**src/rtl/operand_ram.sv**
```systemverilog
// Multi-operand word store with independent write/read ports and a stream/clear sequencer.
// Latency: external read and sequencer stream words appear one cycle after issue.
// Backpressure: none; the sequencer takes over the read port (stream) or write port (clear).
//
// Ports: clk/rst_n; wr_en/wr_op/wr_addr/wr_data write port; rd_en/rd_op/rd_addr read
// request with rd_data/rd_valid response; seq_start/seq_clear/seq_op start a sequencer
// operation, seq_busy reports it; st_valid/st_last/st_data carry the streamed operand.
module operand_ram #(
    parameter int WORD_W    = 32,
    parameter int NUM_WORDS = 8,
    parameter int NUM_OPS   = 4,
    parameter bit RDW_NEW   = 1'b0,
    parameter bit MSW_FIRST = 1'b0,
    localparam int AW = $clog2(NUM_WORDS),
    localparam int OW = (NUM_OPS > 1) ? $clog2(NUM_OPS) : 1
) (
    input  logic              clk,
    input  logic              rst_n,
    input  logic              wr_en,
    input  logic [OW-1:0]     wr_op,
    input  logic [AW-1:0]     wr_addr,
    input  logic [WORD_W-1:0] wr_data,
    input  logic              rd_en,
    input  logic [OW-1:0]     rd_op,
    input  logic [AW-1:0]     rd_addr,
    output logic [WORD_W-1:0] rd_data,
    output logic              rd_valid,
    input  logic              seq_start,
    input  logic              seq_clear,
    input  logic [OW-1:0]     seq_op,
    output logic              seq_busy,
    output logic              st_valid,
    output logic              st_last,
    output logic [WORD_W-1:0] st_data
);

    // Flat index {op, addr}; with a single slot the op bit is dropped.
    localparam int IW    = AW + $clog2(NUM_OPS);
    localparam int DEPTH = NUM_OPS * NUM_WORDS;
    localparam logic [AW-1:0] LAST_WORD = AW'(NUM_WORDS - 1);

    typedef enum logic [1:0] {S_IDLE, S_STREAM, S_DRAIN, S_CLEAR} state_t;

    state_t            state, state_nx;
    logic [AW-1:0]     cnt, cnt_nx;
    logic [OW-1:0]     op_q;

    logic              stream_rd;   // sequencer issues an internal read this cycle
    logic              clear_wr;    // sequencer writes zero this cycle
    logic              own_rd;      // sequencer owns the read port
    logic [AW-1:0]     seq_addr;

    logic              w_en;
    logic [IW-1:0]     w_idx;
    logic [WORD_W-1:0] w_dat;
    logic              ext_rd;
    logic [IW-1:0]     r_idx;
    logic [WORD_W-1:0] r_word;

    logic [WORD_W-1:0] mem [DEPTH];

    // ---------------- sequencer FSM ----------------
    always_ff @(posedge clk or negedge rst_n) begin
        if (!rst_n) begin
            state <= S_IDLE;
            cnt   <= '0;
            op_q  <= '0;
        end else begin
            state <= state_nx;
            cnt   <= cnt_nx;
            if (state == S_IDLE && seq_start) begin
                op_q <= seq_op;
            end
        end
    end

    always_comb begin
        state_nx  = state;
        cnt_nx    = cnt;
        stream_rd = 1'b0;
        clear_wr  = 1'b0;
        own_rd    = 1'b0;
        case (state)
            S_IDLE: begin
                if (seq_start) begin
                    state_nx = seq_clear ? S_CLEAR : S_STREAM;
                    cnt_nx   = '0;
                end
            end
            S_STREAM: begin
                stream_rd = 1'b1;
                own_rd    = 1'b1;
                if (cnt == LAST_WORD) state_nx = S_DRAIN;
                else                  cnt_nx   = cnt + AW'(1);
            end
            S_DRAIN: begin
                own_rd   = 1'b1;
                state_nx = S_IDLE;
            end
            S_CLEAR: begin
                clear_wr = 1'b1;
                if (cnt == LAST_WORD) state_nx = S_IDLE;
                else                  cnt_nx   = cnt + AW'(1);
            end
            default: state_nx = S_IDLE;
        endcase
    end

    assign seq_busy = (state != S_IDLE);

    // NUM_WORDS is a power of two, so NUM_WORDS-1-cnt is just ~cnt.
    assign seq_addr = MSW_FIRST ? ~cnt : cnt;

    // ---------------- port arbitration ----------------
    assign w_en   = clear_wr | wr_en;
    assign w_idx  = clear_wr ? IW'({op_q, cnt}) : IW'({wr_op, wr_addr});
    assign w_dat  = clear_wr ? '0 : wr_data;

    assign ext_rd = rd_en & ~own_rd;
    assign r_idx  = stream_rd ? IW'({op_q, seq_addr}) : IW'({rd_op, rd_addr});

    // Same-edge write to the read location is forwarded only when new data is wanted.
    assign r_word = (RDW_NEW && w_en && (w_idx == r_idx)) ? w_dat : mem[r_idx];

    // ---------------- storage (deliberately not reset) ----------------
    always_ff @(posedge clk) begin
        if (w_en) mem[w_idx] <= w_dat;
    end

    // ---------------- output registers ----------------
    always_ff @(posedge clk or negedge rst_n) begin
        if (!rst_n) begin
            rd_data  <= '0;
            rd_valid <= 1'b0;
            st_valid <= 1'b0;
            st_last  <= 1'b0;
            st_data  <= '0;
        end else begin
            rd_valid <= ext_rd;
            if (ext_rd) rd_data <= r_word;
            st_valid <= stream_rd;
            st_last  <= stream_rd && (cnt == LAST_WORD);
            if (stream_rd) st_data <= r_word;
        end
    end

endmodule

```
**config.mk**
```make
export PLATFORM = sky130hd
export DESIGN_NAME = operand_ram
export DESIGN_NICKNAME = d
export VERILOG_FILES = /design/src/rtl/operand_ram.sv
export SDC_FILE = /design/constraint.sdc
export NUM_CORES = 1
export LEC_CHECK = 0
export CORE_MARGIN = 3
export CORE_UTILIZATION = 40
export DETAILED_ROUTE_END_ITERATION = 12
export PLACE_DENSITY = 0.56
export SYNTH_ARGS = -nofsm -noshare
export SYNTH_HDL_FRONTEND = slang
export SYNTH_SLANG_ARGS = --single-unit
```
**constraint.sdc**
```tcl
create_clock -name clk -period 3.2 [get_ports clk]
set_input_delay 0.96 -clock clk [delete_from_list [all_inputs] [get_ports clk]]
set_output_delay 0.96 -clock clk [all_outputs]
set_load 0.05 [all_outputs]
```
==> flow_summary_export.csv <==
group,metric,value,unit
power_and_ir_drop,p_sw_share,36.0,%
global_route,track_usage,24.3,%
power_and_ir_drop,p_leak,18.1,nW
cts,cts_tree,"done",
power_and_ir_drop,internal_power,31.9,mW
detailed_routing,drc,0,
critical_path,startpoint,"rd_data[28]",
min_path,hold_class,"primary input to asynchronous set/reset pin",
detailed_routing,met2_length,66.6,mm
floorplanning,core,0.111,mm^2
logic_synthesis,yosys_warnings,0,
global_route,grt_max_degree,191,
placement,gp_congestion,0.867,
timing,period_share,98.2,%
floorplanning,ioPinCount,118,
layout,post-route-util,49.1,%
critical_path,crit_slowest_cell,"clkdlybuf4s50_1",
cts,path_clk_slew,0.06,ns
power_and_ir_drop,power.total,49.7,mW
critical_path,reg2reg_depth,12,
critical_path,r2r_start,"state[1]",
logic_synthesis,synth_top_family_by_area,"compound AO/OA/AOI/OAI gates",
power_and_ir_drop,vdd.ir_drop.worst,0.792,mV
logic_synthesis,yosys-top-cells-count,"edfxtp_1, nand2_1, a22oi_1",
power_and_ir_drop,p_per_area,911,mW/mm^2
timing,finalHoldWorstSlack,0.292,ns
floorplanning,die_y,342,um
critical_path,cp_top_family,"buffers and inverters",
detailed_routing,drt_first_iter_violations,4200,
power_and_ir_drop,p_sw,17.9,mW
cts,clk_latency,0.70,ns
logic_synthesis,synth.top_cell.area_share,68.2,%
timing,finalSetupViolations,0,
timing,post-route-min-period,3.14,ns
logic_synthesis,netlist.top_cell.by_area,"edfxtp_1",
logic_synthesis,ys_ff_latch,1098,
logic_synthesis,synth-simple-area-share,6.47,%
global_route,grt_pass1_wl,207,mm
detailed_routing,routed_wl,145,mm
critical_path,endpoint_kind,"output pin",
layout,area_growth,21.2,%
timing,skew,0.0272,ns
floorplanning,dieArea,0.117,mm^2
global_route,antenna_found_initial,5,
logic_synthesis,synthCells,3024,
logic_synthesis,yosysSeqAreaShare,72.3,%
cts,cts_root_buf,"clkbuf_16",
floorplanning,start_util,40.5,%
layout,layout-drive-gt1-share,18.8,%
detailed_routing,ant_nets,0,
critical_path,required,2.24,ns
run_status,status,"completed",
critical_path,cp.depth,1,
placement,port_buffers,117,
logic_synthesis,synth-edff-count,1024,
power_and_ir_drop,seqPwrFrac,36.8,%
critical_path,cp.arrival,2.18,ns
logic_synthesis,synth_area,0.0451,mm^2
cts,cts_max_path_buffers,3,
logic_synthesis,syn_nets,3080,
logic_synthesis,synth_cell_type_count,40,
placement,dp_hpwl,88.2,mm
cts,htree_levels,3,
timing,slew_viol_final,0,
global_route,gr-total-overflow,0,
cts,numCtsBuffers,111,
run,maxCapViolCount,0,
placement,placed_cells,4686,
critical_path,crit_type,"flop to output pin",
critical_path,cp.buffers_inverters,1,
placement,place_area,0.0507,mm^2
logic_synthesis,synthXorXnorAreaFrac,0,%
detailed_routing,wire_per_inst,29.5,um
critical_path,crit_chain,"clkdlybuf4s50_1",
global_route,grt_pass1_vias,29200,
logic_synthesis,ys.flop_type,"edfxtp_1",
floorplanning,row_count,122,
placement,pre_cts_slack,-0.272,ns
detailed_routing,wl_met1,59.5,mm
cts,cts.sinks,1098,
critical_path,start_kind,"flop",
timing,fmax,318,MHz
detailed_routing,routed.top_layer,"met5",
logic_synthesis,synth_area_leaders,"edfxtp_1, nand2_1, mux4_2",
detailed_routing,routed-via-count,29800,
logic_synthesis,synth-compound-area-share,12.3,%
timing,setup_slack,0.0579,ns
detailed_routing,via_per_inst,6.08,
layout,stdcell_count,4902,
floorplanning,die_w,342,um
logic_synthesis,synthAdderAreaFrac,0.166,%
critical_path,slowest_delay,0.89,ns
logic_synthesis,syn_area_per_cell,14.9,um^2
layout,fin_area,0.0546,mm^2
timing,max_slew_margin,18.2,%
timing,worstMarginPinSlew,1.22,ns
detailed_routing,dr.pass1.iters,6,
power_and_ir_drop,combPwrFrac,36.7,%
logic_synthesis,yosysMostFrequentCell,"edfxtp_1",
timing,setup_tns,0,ns
layout,nNetsFinal,3379,
timing,hold_viol,0,
logic_synthesis,muxShareOfSynthArea,6.48,%
critical_path,path_max_fanout,2,
logic_synthesis,synthArstFlopShare,6.74,%
power_and_ir_drop,power.share.clock,26.6,%
detailed_routing,met3_length,14.2,mm
kinds of logic (layout without fill, tap and decap cells):
kind of cell	Yosys count	after routing
muxes	170	170
other	0	2
DFF	1098	1098
and+or+nand+nor	741	741
AOI/OAI and AO/OA	787	787
buffers and inverters	222	610
adders and majority gates	6	6
cell type report:
| cell class | instances | area (um^2) |
|---|---|---|
| diodes | 2 | 5.00 |
| clock buffers | 154 | 3110 |
| clock inverters | 48 | 612 |
| fillers | 9205 | 56600 |
| inverters | 7 | 26.3 |
| multi-input cells | 1704 | 11900 |
| flip-flops and latches | 1098 | 32600 |
| well taps | 1488 | 1860 |
| repair buffers | 401 | 4470 |
what timing repair did:
action	4_1_cts	5_1_grt
resized for setup	0	11
endpoints found under the hold margin	0	0
hold buffers	0	0
setup buffers	0	10
setup endpoints to repair	0	24
sequential cells by signal (all words and copies together), names as in the netlist:
register,count
st_last,1
st_data,32
rd_data,32
cnt,3
mem,1024
st_valid,1
state,2
rd_valid,1
op_q,2
placed cells by master, fill, tap and decap left out, types with 4 or more instances in the layout:
master	count
mux2_2	4
nor2b_2	31
nand2_1	645
buf_4	193
o22ai_1	158
clkinv_2	15
nor2_1	6
mux2i_1	67
a221o_1	30
dfrtp_1	73
nor2b_1	4
o32ai_1	36
clkbuf_1	28
a211oi_1	29
a21oi_1	162
bufinv_16	12
nor2_4	34
o221ai_1	32
mux4_2	96
o31ai_1	31
buf_12	89
o21ai_0	6
clkbuf_8	14
clkbuf_16	115
clkdlybuf4s50_1	114
clkinv_1	11
a22o_1	60
a22oi_1	228
inv_1	7
edfxtp_1	1024
clkinvlp_4	5
worst paths after layout:
path	endpoint	slack, ns
worst max-delay path	rd_data[28]	0.06
worst min-delay path	st_data[12]	0.29
worst max register to register	rd_data[3]	0.16
worst min register to register	state[1]	0.57
max in group asynchronous	rd_data[8]	2.15
min in group clk	state[1]	0.57
power by group through the flow:
stage          logic [mW]  clock network [mW]  registers [mW]
2_1_floorplan        8.80                   0            19.6
3_3_place_gp         17.5                   0            18.5
3_5_place_dp         17.7                   0            18.6
4_1_cts              17.8                13.4            18.3
5_1_grt              19.2                14.0            18.3
6_report             18.2                13.2            18.3
metal layers:
layer / vias up / track usage (%)
li1: 12500 / -
met1: 15300 / 34.7
met2: 1723 / 37.9
met3: 259 / 4.57
met4: 2 / 7.43
met5: - / 0.958
No activity file was read; power rests on OpenSTA's default activity.
